## config.mk

```make
export PLATFORM = sky130hd
export DESIGN_NAME = packet_field_splitter
export DESIGN_NICKNAME = d
export VERILOG_FILES = /design/src/rtl/packet_field_splitter_pkg.sv /design/src/rtl/packet_field_splitter_assembler.sv /design/src/rtl/packet_field_splitter.sv
export SDC_FILE = /design/constraint.sdc
export NUM_CORES = 1
export LEC_CHECK = 0
export BUFFER_PORTS_ARGS = -buffer_cell sky130_fd_sc_hd__buf_2
export CORE_ASPECT_RATIO = 0.8
export CORE_MARGIN = 1.5
export CORE_UTILIZATION = 35
export DETAILED_ROUTE_END_ITERATION = 10
export HOLD_SLACK_MARGIN = 0.1
export SLEW_MARGIN = 10
export SYNTH_ARGS = -nofsm -noshare
export SYNTH_HDL_FRONTEND = slang
export SYNTH_SLANG_ARGS = --single-unit
export TNS_END_PERCENT = 100
```

## constraint.sdc

```tcl
create_clock -name clk -period 2.6 [get_ports clk]
set_input_delay 0.39 -clock clk [delete_from_list [all_inputs] [get_ports clk]]
set_output_delay 0.39 -clock clk [all_outputs]
set_load 0.005 [all_outputs]
```

## src/rtl/packet_field_splitter_pkg.sv

```systemverilog
// Shared types for the receive-path field splitter: parser states and end-of-packet status codes.
package splitter_pkg;

  typedef enum logic [1:0] {
    HDR   = 2'd0,
    PIX   = 2'd1,
    AUD   = 2'd2,
    DRAIN = 2'd3
  } state_e;

  typedef enum logic [1:0] {
    ST_OK         = 2'd0,
    ST_SHORT      = 2'd1,
    ST_OVERFLOW   = 2'd2,
    ST_MISALIGNED = 2'd3
  } eop_status_e;

  function automatic int max3(input int a, input int b, input int c);
    int m;
    m = (a > b) ? a : b;
    return (m > c) ? m : c;
  endfunction

endpackage

```

## src/rtl/packet_field_splitter_assembler.sv

```systemverilog
// Packs MSB-first IN_W-bit beats into bytes; any pending partial byte is dropped when axiiv falls.
module beat_byte_assembler #(
  parameter int IN_W = 2
) (
  input  logic            clk,
  input  logic            rst,
  input  logic            axiiv_i,
  input  logic [IN_W-1:0] axiid_i,
  output logic            byte_done_o,
  output logic [7:0]      byte_out_o,
  output logic            partial_o
);

  localparam int BEATS = 8 / IN_W;
  localparam int CW    = (BEATS > 1) ? $clog2(BEATS) : 1;

  logic [7:0]    sr_q, sr_d;
  logic [CW-1:0] cnt_q, cnt_d;
  logic          last_beat;

  assign last_beat   = (cnt_q == CW'(BEATS - 1));
  assign byte_done_o = axiiv_i && last_beat;
  assign byte_out_o  = sr_d;
  assign partial_o   = (cnt_q != '0);

  always_comb begin
    sr_d  = 8'({sr_q, axiid_i});
    cnt_d = last_beat ? '0 : cnt_q + 1'b1;
  end

  always_ff @(posedge clk) begin
    if (rst || !axiiv_i) begin
      sr_q  <= '0;
      cnt_q <= '0;
    end else begin
      sr_q  <= sr_d;
      cnt_q <= cnt_d;
    end
  end

endmodule

```

## src/rtl/packet_field_splitter.sv

```systemverilog
// Splits the assembled byte stream into header, fixed pixel segment and bounded audio segment,
// with a registered per-packet status pulse.
module packet_field_splitter
  import splitter_pkg::*;
#(
  parameter int IN_W          = 2,
  parameter int HDR_BYTES     = 3,
  parameter int PIX_BYTES     = 320,
  parameter int AUD_MAX_BYTES = 64,
  localparam int HDR_W  = 8 * HDR_BYTES,
  localparam int PIX_IW = $clog2(PIX_BYTES + 1),
  localparam int AUD_IW = (AUD_MAX_BYTES > 0) ? $clog2(AUD_MAX_BYTES + 1) : 1
) (
  input  logic              clk,
  input  logic              rst,
  input  logic              axiiv,
  input  logic [IN_W-1:0]   axiid,
  output logic              hdr_valid,
  output logic [HDR_W-1:0]  hdr,
  output logic              pix_valid,
  output logic [7:0]        pix_byte,
  output logic [PIX_IW-1:0] pix_idx,
  output logic              aud_valid,
  output logic [7:0]        aud_byte,
  output logic [AUD_IW-1:0] aud_idx,
  output logic              eop_valid,
  output logic [1:0]        eop_status
);

  localparam int CNT_W = $clog2(max3(HDR_BYTES, PIX_BYTES, AUD_MAX_BYTES) + 1);

  logic       byte_done, partial;
  logic [7:0] byte_val;

  beat_byte_assembler #(.IN_W(IN_W)) u_asm (
    .clk        (clk),
    .rst        (rst),
    .axiiv_i    (axiiv),
    .axiid_i    (axiid),
    .byte_done_o(byte_done),
    .byte_out_o (byte_val),
    .partial_o  (partial)
  );

  state_e            state_q, state_d;
  logic [CNT_W-1:0]  cnt_q, cnt_d;
  logic              in_pkt_q, in_pkt_d;
  logic              ovf_q, ovf_d;
  logic [HDR_W-1:0]  hdr_sr_q, hdr_sr_d;
  logic              hdr_valid_q, hdr_valid_d;
  logic [HDR_W-1:0]  hdr_q, hdr_d;
  logic              pix_valid_q, pix_valid_d;
  logic [7:0]        pix_byte_q, pix_byte_d;
  logic [PIX_IW-1:0] pix_idx_q, pix_idx_d;
  logic              aud_valid_q, aud_valid_d;
  logic [7:0]        aud_byte_q, aud_byte_d;
  logic [AUD_IW-1:0] aud_idx_q, aud_idx_d;
  logic              eop_valid_q, eop_valid_d;
  eop_status_e       eop_status_q, eop_status_d;

  always_comb begin
    state_d      = state_q;
    cnt_d        = cnt_q;
    in_pkt_d     = in_pkt_q;
    ovf_d        = ovf_q;
    hdr_sr_d     = hdr_sr_q;
    hdr_valid_d  = 1'b0;
    hdr_d        = hdr_q;
    pix_valid_d  = 1'b0;
    pix_byte_d   = pix_byte_q;
    pix_idx_d    = pix_idx_q;
    aud_valid_d  = 1'b0;
    aud_byte_d   = aud_byte_q;
    aud_idx_d    = aud_idx_q;
    eop_valid_d  = 1'b0;
    eop_status_d = eop_status_q;

    if (axiiv) begin
      in_pkt_d = 1'b1;
      if (byte_done) begin
        unique case (state_q)
          HDR: begin
            hdr_sr_d = HDR_W'({hdr_sr_q, byte_val});
            if (cnt_q == CNT_W'(HDR_BYTES - 1)) begin
              hdr_d       = hdr_sr_d;
              hdr_valid_d = 1'b1;
              cnt_d       = '0;
              state_d     = PIX;
            end else begin
              cnt_d = cnt_q + 1'b1;
            end
          end
          PIX: begin
            pix_valid_d = 1'b1;
            pix_byte_d  = byte_val;
            pix_idx_d   = PIX_IW'(cnt_q);
            if (cnt_q == CNT_W'(PIX_BYTES - 1)) begin
              cnt_d   = '0;
              state_d = (AUD_MAX_BYTES == 0) ? DRAIN : AUD;
            end else begin
              cnt_d = cnt_q + 1'b1;
            end
          end
          AUD: begin
            // Audio counter saturates at the limit; the next byte is swallowed as overflow.
            if (cnt_q == CNT_W'(AUD_MAX_BYTES)) begin
              ovf_d   = 1'b1;
              state_d = DRAIN;
            end else begin
              aud_valid_d = 1'b1;
              aud_byte_d  = byte_val;
              aud_idx_d   = AUD_IW'(cnt_q);
              cnt_d       = cnt_q + 1'b1;
            end
          end
          DRAIN: ovf_d = 1'b1;
          default: ;
        endcase
      end
    end else if (in_pkt_q) begin
      eop_valid_d = 1'b1;
      if (ovf_q)                                eop_status_d = ST_OVERFLOW;
      else if (state_q == HDR || state_q == PIX) eop_status_d = ST_SHORT;
      else if (partial)                         eop_status_d = ST_MISALIGNED;
      else                                      eop_status_d = ST_OK;
      state_d  = HDR;
      cnt_d    = '0;
      in_pkt_d = 1'b0;
      ovf_d    = 1'b0;
      hdr_sr_d = '0;
    end
  end

  always_ff @(posedge clk) begin
    if (rst) begin
      state_q      <= HDR;
      cnt_q        <= '0;
      in_pkt_q     <= 1'b0;
      ovf_q        <= 1'b0;
      hdr_sr_q     <= '0;
      hdr_valid_q  <= 1'b0;
      hdr_q        <= '0;
      pix_valid_q  <= 1'b0;
      pix_byte_q   <= '0;
      pix_idx_q    <= '0;
      aud_valid_q  <= 1'b0;
      aud_byte_q   <= '0;
      aud_idx_q    <= '0;
      eop_valid_q  <= 1'b0;
      eop_status_q <= ST_OK;
    end else begin
      state_q      <= state_d;
      cnt_q        <= cnt_d;
      in_pkt_q     <= in_pkt_d;
      ovf_q        <= ovf_d;
      hdr_sr_q     <= hdr_sr_d;
      hdr_valid_q  <= hdr_valid_d;
      hdr_q        <= hdr_d;
      pix_valid_q  <= pix_valid_d;
      pix_byte_q   <= pix_byte_d;
      pix_idx_q    <= pix_idx_d;
      aud_valid_q  <= aud_valid_d;
      aud_byte_q   <= aud_byte_d;
      aud_idx_q    <= aud_idx_d;
      eop_valid_q  <= eop_valid_d;
      eop_status_q <= eop_status_d;
    end
  end

  assign hdr_valid  = hdr_valid_q;
  assign hdr        = hdr_q;
  assign pix_valid  = pix_valid_q;
  assign pix_byte   = pix_byte_q;
  assign pix_idx    = pix_idx_q;
  assign aud_valid  = aud_valid_q;
  assign aud_byte   = aud_byte_q;
  assign aud_idx    = aud_idx_q;
  assign eop_valid  = eop_valid_q;
  assign eop_status = eop_status_q;

endmodule

```

Yosys cells after proc, flatten, opt, wreduce, memory -nomap -nowiden. Index checks and enable logic that the tools add are counted.

Register bits after elaboration: 99. Output and inout port bits: 62. Bits of input ports: 5. Logic and storage cells: 90.

Add/subtract/negate cells: 2. Reductions and logical operators: 20. Muxes and demuxes: 31. Equality and inequality tests: 15. Bitwise gates (word level): 5.

Operators with widths (count): $mux 16 (4); $mux 9 (6); $pmux 9 s3 (1); $mux 2 (9); $reduce_and 4->1 (4); $ne 3x3->1 const B (4); $add 9x1->9 const B (1); $eq 9x2->1 const B (1); $eq 9x7->1 const B (1); $eq 9x9->1 const B (1); $mux 1 (9); $reduce_or 4->1 (2); $eq 2x2->1 const B (3); $pmux 2 s3 (1); $reduce_and 3->1 (2); $reduce_and 6->1 (1); $not 1->1 (5); $ne 2x1->1 const B (2); $ne 4x1->1 const B (1); $reduce_bool 2->1 (2); $reduce_or 2->1 (2); $ne 3x1->1 const B (1); $reduce_or 3->1 (1); $add 2x1->2 const B (1); 7 further kinds (8).

Depth between registers and ports, before layout. Gate-level depths: netlist of run 1.

Depth after elaboration: 5. Gate-level depth with buffers: 8. Mapped depth without buffers: 7.

By module. A second synthesis of run 1 with hierarchy kept.

Cell total of the unflattened synthesis: 467. Area total of the unflattened synthesis: 3882.5 um^2.

By module, submodules not included: packet_field_splitter (area an instance 3585.9 um^2, seq. area each 1821.7 um^2, instances 1, cells each 443); beat_byte_assembler (area an instance 296.5 um^2, seq. area each 160.2 um^2, instances 1, cells each 24).

Least setup slack after synthesis of run 1. OpenSTA, ideal clock, no wires.

Kind: register -> register. From: reg state_q[0]. To: reg cnt_q[0]. Path buffers: 0. Library setup time: 0.069 ns. Cell stages (with the launch flop): 8. Path slack: 0.681 ns. Arrival: 1.850 ns. Clock period less this slack: 1.919 ns. Cell sequence: dfxtp_1 inv_1 ha_1 or3_1 a31oi_4 a31oi_4 or3_1 o21ai_1.

Cells in the longest elaborated chain, start to end: 4. Elaborated cells between the ends (all ways): 9. Classes of those cells: eq/ne: 4; mux: 3; reduce/logical: 2.

RTL lines: start: declaration (line packet_field_splitter.sv:45) `state_e state_q, state_d;`; start signal: assignment (line packet_field_splitter.sv:152) `state_q <= state_d;`; $eq 2x2->1, or another cell as far along (line packet_field_splitter.sv:81) `unique case (state_q)`; $pmux 9 s3 (line packet_field_splitter.sv:81); $mux 9 (line packet_field_splitter.sv:80) `if (byte_done) begin`; $mux 9 (line packet_field_splitter.sv:78) `if (axiiv) begin`; end signal: assignment (line packet_field_splitter.sv:153) `cnt_q <= cnt_d;`; end: declaration (line packet_field_splitter.sv:46) `logic [CNT_W-1:0] cnt_q, cnt_d;`.

Several ways; a longest one is shown, not always the timed one. The select of a mux whose other input is x is not followed. A chain may end at the register's enable or synchronous reset.

Worst setup path in the final report of run 1. Ends and elaborated chain as after synthesis.

==> metrics.txt, run 1 <==
final setup TNS 0 ns; hold buffers post-CTS 0; Seq/Total Area, Yosys a little over half; period utilization 80.7%; status finished, final reports clean; Commonest cells post-synth dfxtp_1, nand2_1, a21oi_1, nor2_1; post-placement cell count approximately 600; crit path launch type flop; total inserted antenna cells 0; clock sinks between 90 and 100; Slowest Stage Delay on Critical Path ~0.44 ns; Core Rows 33; post-synth top area cell dfxtp_1; Period minus WS final between 2 and 2.5 ns; Synth Area per Inst 9.19 µm²; Synth top area share between 50% and 60%; NumNets Final ~480; Worst Path Max Fanout 8; total wire length about 8.6 mm; Placer Congestion between 0.8 and 0.9; Bufs on Longest Clock Path 2; Worst-Skew Late Latency approximately 0.34 ns; post-cts repair resize count 0; total number of vias roughly 2900; area of the die about 11000 µm²; Hold Fails Final Rpt 0; Post-synth EDFFs 0; GRT overflow 0; Avg WL per Cell around 14 µm; CTS tree built; Post-DP HPWL slightly below 6 mm; Synth Cell Area between 3000 and 4000 µm²; core area between 10000 and 15000 µm²; fin util 43.3%; Lkg Pwr roughly 1.9 nW; hold slack final 0.344 ns; Setup Skew 0.00678 ns; PwrDens approximately 640 nW/µm²; Post-DP Area about 4200 µm²; port bufs 66; initial antenna violation count 0; global-route wire length before repair ~14 mm; FF+latch count, synth 99; worst vdd ir around 0.00036 V; H-tree depth 3; post-route DRC violation count 0; dominant synthesized flop cell dfxtp_1; Post-CTS Setup Bufs 0; Worst-path clk slew ~0.070 ns; setup violators final 0; Chip Height ~96 µm; Crit Path Class reg2reg; CP Data Arrival Time roughly 2.4 ns; Req. time, crit path approximately 2.9 ns; Synth Instances a little over 400; Slew Limit Fails 0; vias in the first global route between 2000 and 3000; Die W around 120 µm; worst slew pin tran between 0.7 and 0.8 ns; syn_nets about 420; Starting Density between 30 and 40%; CTS root buf clkbuf_16; HP Class in2reg; library cells used by synthesis 44; I/O Pins between 60 and 70; RSZ-0062 raised after global routing false; crit-path cells inv_1, ha_1, or3_1, a31oi_4, a31oi_4, or3_1, o21ai_1; Final Non-Filler Cells between 600 and 700; post-route ant nets 0; largest net degree at the start of global routing 48; Initial DRC Count 137; Total GRT Usage around 16%; Area growth, synth to finish 19.1%; max frequency between 400 and 500 MHz; share of cells above drive strength 1 20.7%; Synth async-reset ratio 0%; total of max-cap violations 0; DRT Pass-1 Iters 4; count leader, synth dfxtp_1; Worst path slowest cell or3_1; final instance area ~4500 µm²; Vias per Instance 4.80; max_slew headroom roughly 53%; synthesis warning total 0; Synth area leaders dfxtp_1, nand2_1, a21oi_1, mux2i_1, nor2_1; Setup crit end kind flop; TritonCTS buffer count 9
layer usage:
metal  GRT usage [%]  part of all wire, %  vias up
met4            6.02                  1.1        0
met5               0                    0        -
met2            23.7                   45       52
met3            4.50                  4.0        7
met1            21.7                   50     1374
li1                -                    -     1508
critical path: cells and delay by family, from the launching register on:
family / cells / cell delay, ns
simple gates: 2 / 0.77
compound gates: 3 / 0.52
flops: 1 / 0.37
fa+ha+maj: 1 / 0.28
buf+inv: 1 / 0.09
report_power, final:
part	switching (mW)	total (mW)	internal [mW]
Clock	0.585	1.27	0.687
Sequential	0.00644	1.53	1.52
Combinational	0.0567	0.0798	0.0231
Total	0.648	2.88	2.23
sequential cells by signal, indices dropped and copies added, names as in the netlist:
name / cells
aud_idx: 7
state_q: 2
eop_status: 2
hdr_sr_q: 16
u_asm.cnt_q: 2
aud_byte: 8
ovf_q: 1
aud_valid: 1
hdr: 24
in_pkt_q: 1
hdr_valid: 1
cnt_q: 9
pix_idx: 9
pix_byte: 8
pix_valid: 1
eop_valid: 1
u_asm.sr_q: 6
per-stage QoR:
step	total power, mW	worst slack [ns]
floorplan	1.62	0.681
global placement	1.64	0.593
detailed placement	1.64	0.532
CTS	2.92	0.512
global route	3.00	0.375
finish	2.88	0.501
placed cells by master (no fill, tap or decap), types with 4 or more instances in the layout:
| cell type | instances |
|---|---|
| dfxtp_1 | 99 |
| nand2_1 | 91 |
| buf_2 | 66 |
| a21oi_1 | 47 |
| nor2_1 | 31 |
| mux2i_1 | 15 |
| a22o_1 | 13 |
| nand3_1 | 10 |
| ha_1 | 9 |
| clkbuf_16 | 9 |
| inv_1 | 8 |
| nor3_1 | 7 |
| and2_1 | 7 |
| buf_4 | 6 |
| nand2b_1 | 4 |
| and3_1 | 4 |
| xnor2_1 | 4 |
kinds of logic after synthesis:
kind of cell | synth area share (%)
AOI/OAI and AO/OA | 14.6
xor gates and xnor gates | 0.930
adders and majority gates | 2.99
buffers and inverters | 3.95
DFF | 52.6
muxes | 4.28
and+or+nand+nor | 20.6
path summary, 6_finish.rpt:
| path | from | to | slack [ns] | cells past startpoint |
|---|---|---|---|---|
| worst max-delay path | state_q[0] | cnt_q[0] | 0.50 | 7 |
| worst min-delay path | axiid[1] | pix_byte[1] | 0.34 | 3 |
| worst max register to register | state_q[0] | cnt_q[0] | 0.50 | 7 |
| worst min register to register | hdr[13] | hdr[13] | 0.45 | 2 |
final cells by class:
type                       instances  area (µm²)
clock inverter                     6        47.5
timing repair buffer              72         375
tap                              140         175
fill                            1011        5880
multi-input combinational        278        1640
clock buffer                      10         239
sequential                        99        1980
inverter                           8        30.0
Power figures use the tool's default switching activity.
==> run 2: changes to the inputs <==
--- a/config.mk
+++ b/config.mk
@@ -5,6 +5,7 @@
 export SDC_FILE = /design/constraint.sdc
 export NUM_CORES = 1
 export LEC_CHECK = 0
+export ABC_AREA = 1
 export BUFFER_PORTS_ARGS = -buffer_cell sky130_fd_sc_hd__buf_2
 export CORE_ASPECT_RATIO = 0.8
 export CORE_MARGIN = 1.5
==> constraint.sdc (replaced) <==
create_clock -name clk -period 1.8 [get_ports clk]
set_input_delay 0.27 -clock clk [delete_from_list [all_inputs] [get_ports clk]]
set_output_delay 0.27 -clock clk [all_outputs]
set_load 0.005 [all_outputs]
==> metrics.txt, run 2 <==
status finished, final reports clean; setup violators final 0; crit path launch type flop; Setup Skew 0.00681 ns; Total GRT Usage 16.7%; total of max-cap violations 0; Synth Area per Inst 7.88 µm²; worst vdd ir ~0.00048 V; dominant synthesized flop cell dfxtp_1; CP Data Arrival Time approximately 1.9 ns; Synth area leaders dfxtp_1, nand2_1, a21oi_1, nor2_1, nand3_1; Worst-path clk slew ~0.060 ns; Core Rows 34; Synth Instances between 400 and 500; syn_nets just over 500; Setup crit end kind flop; core area between 10000 and 15000 µm²; total number of vias 3437; PwrDens about 910 nW/µm²; crit-path cells inv_1, ha_1, nand2_1, nor2_1, and2_4, nor2_8, nor2_1, nand3_1, nand2_1, nor2_1; global-route wire length before repair about 16 mm; I/O Pins 67; Seq pwr share between 50% and 60%; Power Internal between 3 and 4 mW; H-tree depth 3; HP Class in2reg; Logic pwr share 3.6%; Hold Fails Final Rpt 0; area of the die approximately 12000 µm²; library cells used by synthesis 29; initial antenna violation count 0; Seq/Total Area, Yosys 50.7%; GRT overflow 0; post-cts repair resize count 0; worst slew pin tran 0.443 ns; total inserted antenna cells 0; port bufs 66; worst setup margin around 0.12 ns; Initial DRC Count 264; Req. time, crit path approximately 2 ns; hold buffers post-CTS 0; Die W 121 µm; Lkg Pwr about 2 nW; FF+latch count, synth 99; TritonCTS buffer count 9; final setup TNS 0 ns; largest net degree at the start of global routing 34; clock power share between 40% and 50%; Synth top area share roughly half; Chip Height a little under 100 µm; post-route DRC violation count 0; Worst path slowest cell dfxtp_1; total wire length approximately 9.5 mm; multi-input logic area between 1500 and 2000 µm²; Crit Path Class reg2reg; post-route ant nets 0; Synth async-reset ratio 0%; CTS root buf clkbuf_16; period utilization slightly above 90%; highest-count cells in the layout ignoring fill and taps nand2_1, dfxtp_1, buf_2; Period minus WS final approximately 1.7 ns; vias in the first global route around 3200; Synth Cell Area roughly 3900 µm²; Largest register FFs 24; Placer Congestion 0.856; Most Frequent Cell on Critical Path nor2_1; NumNets Final 575; max frequency slightly below 600 MHz; Area growth, synth to finish 20.2%; Psw between 0.9 and 1 mW; Slew Limit Fails 0; Slowest Stage Delay on Critical Path roughly 0.32 ns; FF/Latch Area between 1500 and 2000 µm²; RSZ-0062 raised after global routing false; Post-DP HPWL roughly 7 mm; Avg WL per Cell roughly 13 µm; Post-CTS Setup Bufs 0; sw frac between 20 and 25%; Vias per Instance roughly 4.8; post-placement setup slack between 0.1 and 0.15 ns; DRT Pass-1 Iters 5; filler cell count ~1100; Bufs on Longest Clock Path 2; share of cells above drive strength 1 roughly a fifth; Commonest cells post-synth dfxtp_1, nand2_1, nor2_1, a21oi_1, nand3_1; Starting Density 35.9%; CTS tree built; Worst Path Max Fanout 18; post-synth top area cell dfxtp_1; synthesis warning total 0; Post-synth EDFFs 0; Worst-Skew Late Latency 0.35 ns; max_slew headroom 70.4%; clock sinks 99; Total Power approximately 4.3 mW
[run 2: worst max-delay path, delay by kind of cell, from the launching register on]
| family | cells | cell delay [ns] |
|---|---|---|
| buf+inv | 1 | 0.10 |
| flops | 1 | 0.32 |
| fa+ha+maj | 1 | 0.16 |
| simple gates | 8 | 0.99 |
[run 2: power groups by stage]
stage | Clock, mW | Combinational, mW | Sequential (mW)
6_report | 1.92 | 0.155 | 2.21
5_1_grt | 2.07 | 0.172 | 2.21
4_1_cts | 1.97 | 0.153 | 2.21
3_5_place_dp | 0 | 0.152 | 2.26
3_3_place_gp | 0 | 0.149 | 2.26
2_1_floorplan | 0 | 0.104 | 2.26
[run 2: per-layer routing]
metal | vias up | GRT usage (%) | part of all wire, %
li1 | 1743 | - | -
met1 | 1607 | 22.7 | 49
met2 | 76 | 25.3 | 45
met3 | 11 | 5.58 | 5.5
met4 | 0 | 4.43 | 1.1
met5 | - | 0 | 0
[run 2: through the flow]
step	instance area [µm²]	hold WS (ns)	utilization (%)	cells
final	4700	0.171	43.1	709
after global routing	4700	0.199	43.1	709
after CTS	4680	0.166	42.9	709
after detailed placement	4390	0.453	40.3	694
after global placement	4390	0.443	40.3	694
after floorplan	3910	0.364	-	496
[run 2: kinds of logic after synthesis]
group / after synthesis / synth area share [%]
buffers and inverters: 61 / 7.01
adders and majority gates: 9 / 2.88
DFF: 99 / 50.7
xor gates and xnor gates: 4 / 0.896
AOI/OAI and AO/OA: 82 / 11.4
and+or+nand+nor: 241 / 27.1
[run 2: final timing paths]
| kind | endpoint | start | slack (ns) | cells after the start |
|---|---|---|---|---|
| max | state_q[0] | cnt_q[0] | 0.12 | 10 |
| min reg2reg | pix_idx[0] | pix_idx[0] | 0.46 | 2 |
| max reg2reg | state_q[0] | cnt_q[0] | 0.12 | 10 |
| min | in_pkt_q | rst | 0.17 | 2 |
[run 2: final cells by class]
class | instances | area share [%]
inverters | 34 | 2.72
repair buffers | 81 | 9.43
well taps | 144 | 3.84
flip-flops and latches | 99 | 42.2
multi-input cells | 336 | 35.6
clock inverters | 5 | 1.33
clock buffers | 10 | 4.87
==> run 3: changes to the inputs <==
--- a/config.mk
+++ b/config.mk
@@ -9,9 +9,10 @@
 export BUFFER_PORTS_ARGS = -buffer_cell sky130_fd_sc_hd__buf_2
 export CORE_ASPECT_RATIO = 0.8
 export CORE_MARGIN = 1.5
-export CORE_UTILIZATION = 35
+export CORE_UTILIZATION = 45
 export DETAILED_ROUTE_END_ITERATION = 10
 export HOLD_SLACK_MARGIN = 0.1
+export PLACE_DENSITY = 0.69
 export SLEW_MARGIN = 10
 export SYNTH_ARGS = -nofsm -noshare
 export SYNTH_HDL_FRONTEND = slang
==> metrics.txt, run 3 (same netlist as run 2, synthesis figures left out) <==
core area 8450 µm²; worst setup path start state_q[1]; total of max-cap violations 0; hold slack final roughly 0.19 ns; Total GRT Usage roughly a fifth; post-placement cell count 665; Setup Skew approximately 0.015 ns; H-tree depth 3; Worst-Skew Late Latency 0.36 ns; period utilization 93.2%; total number of vias 3475; Req. time, crit path about 2.1 ns; status finished, final reports clean; Chip Height 86.4 µm; Vias per Instance 5.09; Worst-path clk slew around 0.10 ns; GRT overflow 0; Post-DP Area between 4000 and 5000 µm²; Placer Congestion 0.857; post-route DRC violation count 0; Die W around 110 µm; Setup crit end kind flop; Post-DP HPWL roughly 6.5 mm; largest net degree at the start of global routing 31; worst setup margin roughly 0.12 ns; post-route ant nets 0; commonest non-fill, non-tap cell in the layout nand2_1; Slew Limit Fails 0; setup violators final 0; worst vdd ir approximately 0.00040 V; Worst Path Max Fanout 7; Starting Density 46.3%; Final Non-Filler Cells 683; CTS tree built; Core Rows 30; RR Startpoint state_q[1]; CTS root buf clkbuf_8; Largest register FFs 24; I/O Pins 67; worst slew pin tran roughly 0.34 ns; area of the die around 9300 µm²; Period minus WS final 1.68 ns; DRT Pass-1 Iters 4; Hold Path Origin axiid[0]; final setup TNS 0 ns; Area growth, synth to finish 18.5%; PwrDens roughly 840 nW/µm²; CP Data Arrival Time just under 2 ns; vias in the first global route a little over 3000; Initial DRC Count between 200 and 250; post-placement setup slack between 0.09 and 0.1 ns; Hold Fails Final Rpt 0; initial antenna violation count 0; max frequency roughly 600 MHz; crit path launch type flop; Avg WL per Cell around 14 µm; max_slew headroom ~77%; clock sinks between 90 and 100; RSZ-0062 raised after global routing false; final instance area approximately 4600 µm²; NumNets Final between 500 and 600; port bufs between 60 and 70; TritonCTS buffer count 9; Bufs on Longest Clock Path 2; Crit Path Class reg2reg; Lkg Pwr between 1.5 and 2 nW; HP Class in2reg; total inserted antenna cells 0; share of cells above drive strength 1 between 20% and 30%; global-route wire length before repair between 15 and 20 mm; total wire length 9.31 mm; highest-count cells in the layout ignoring fill and taps nand2_1, dfxtp_1, buf_2
## run 3: cell types whose count changed in the layout (fill, tap and decap cells not counted), sizes merged
| cell | delta |
|---|---|
| clkinvlp | -1 |
| buf | +5 |
| clkinv | +2 |
## run 3: critical path: stages, from the launching register on
cell and delay [ns]:
dfxtp_1 0.40, inv_1 0.08, ha_1 0.25, nor2_1 0.15, nand2_1 0.07, nand2_1 0.09
inv_2 0.08, nand2_4 0.12, inv_2 0.06, nand2_1 0.08, nand2_2 0.11, nor2_1 0.12
## run 3: power breakdown
| part | switching (mW) | internal (mW) | leakage (nW) |
|---|---|---|---|
| sequential | 0.0110 | 2.20 | 0.799 |
| combinational | 0.113 | 0.0479 | 1.05 |
| clock | 0.821 | 0.675 | 0.106 |
| total | 0.945 | 2.92 | 1.96 |
## run 3: per-stage QoR
step / util (%) / total power, mW
6_report: 54.9 / 3.87
5_1_grt: 54.9 / 4.03
4_1_cts: 54.4 / 3.91
3_5_place_dp: 51.9 / 2.42
3_3_place_gp: 51.9 / 2.42
2_1_floorplan: - / 2.36
## run 3: final timing paths
| path | endpoint | depth (start not counted) | slack [ns] |
|---|---|---|---|
| setup / recovery | cnt_q[5] | 11 | 0.12 |
| hold / removal | u_asm.sr_q[0] | 3 | 0.19 |
| setup reg to reg | cnt_q[5] | 11 | 0.12 |
| hold reg to reg | pix_idx[3] | 2 | 0.47 |
## run 3: cell type report
type,instances,area [µm²]
Inverter,34,128
Fill cell,818,3810
Tap cell,112,140
Sequential cell,99,1980
Clock inverter,6,83.8
Timing Repair Buffer,86,505
Clock buffer,10,128
Multi-Input combinational cell,336,1670
## run 3: routing by layer
metal | track usage, % | up-vias | part of all wire, %
met3 | 5.79 | 8 | 6.2
met2 | 29.1 | 100 | 41
met1 | 32.6 | 1607 | 52
met4 | 4.24 | 0 | 0.79
met5 | 0 | - | 0
li1 | - | 1760 | -
## run 3: what timing repair did
item                                    4_1_cts  5_1_grt
buffers inserted                              0        2
resized for setup                             0        4
endpoints found under the setup margin        0       17
hold buffers                                  0        0
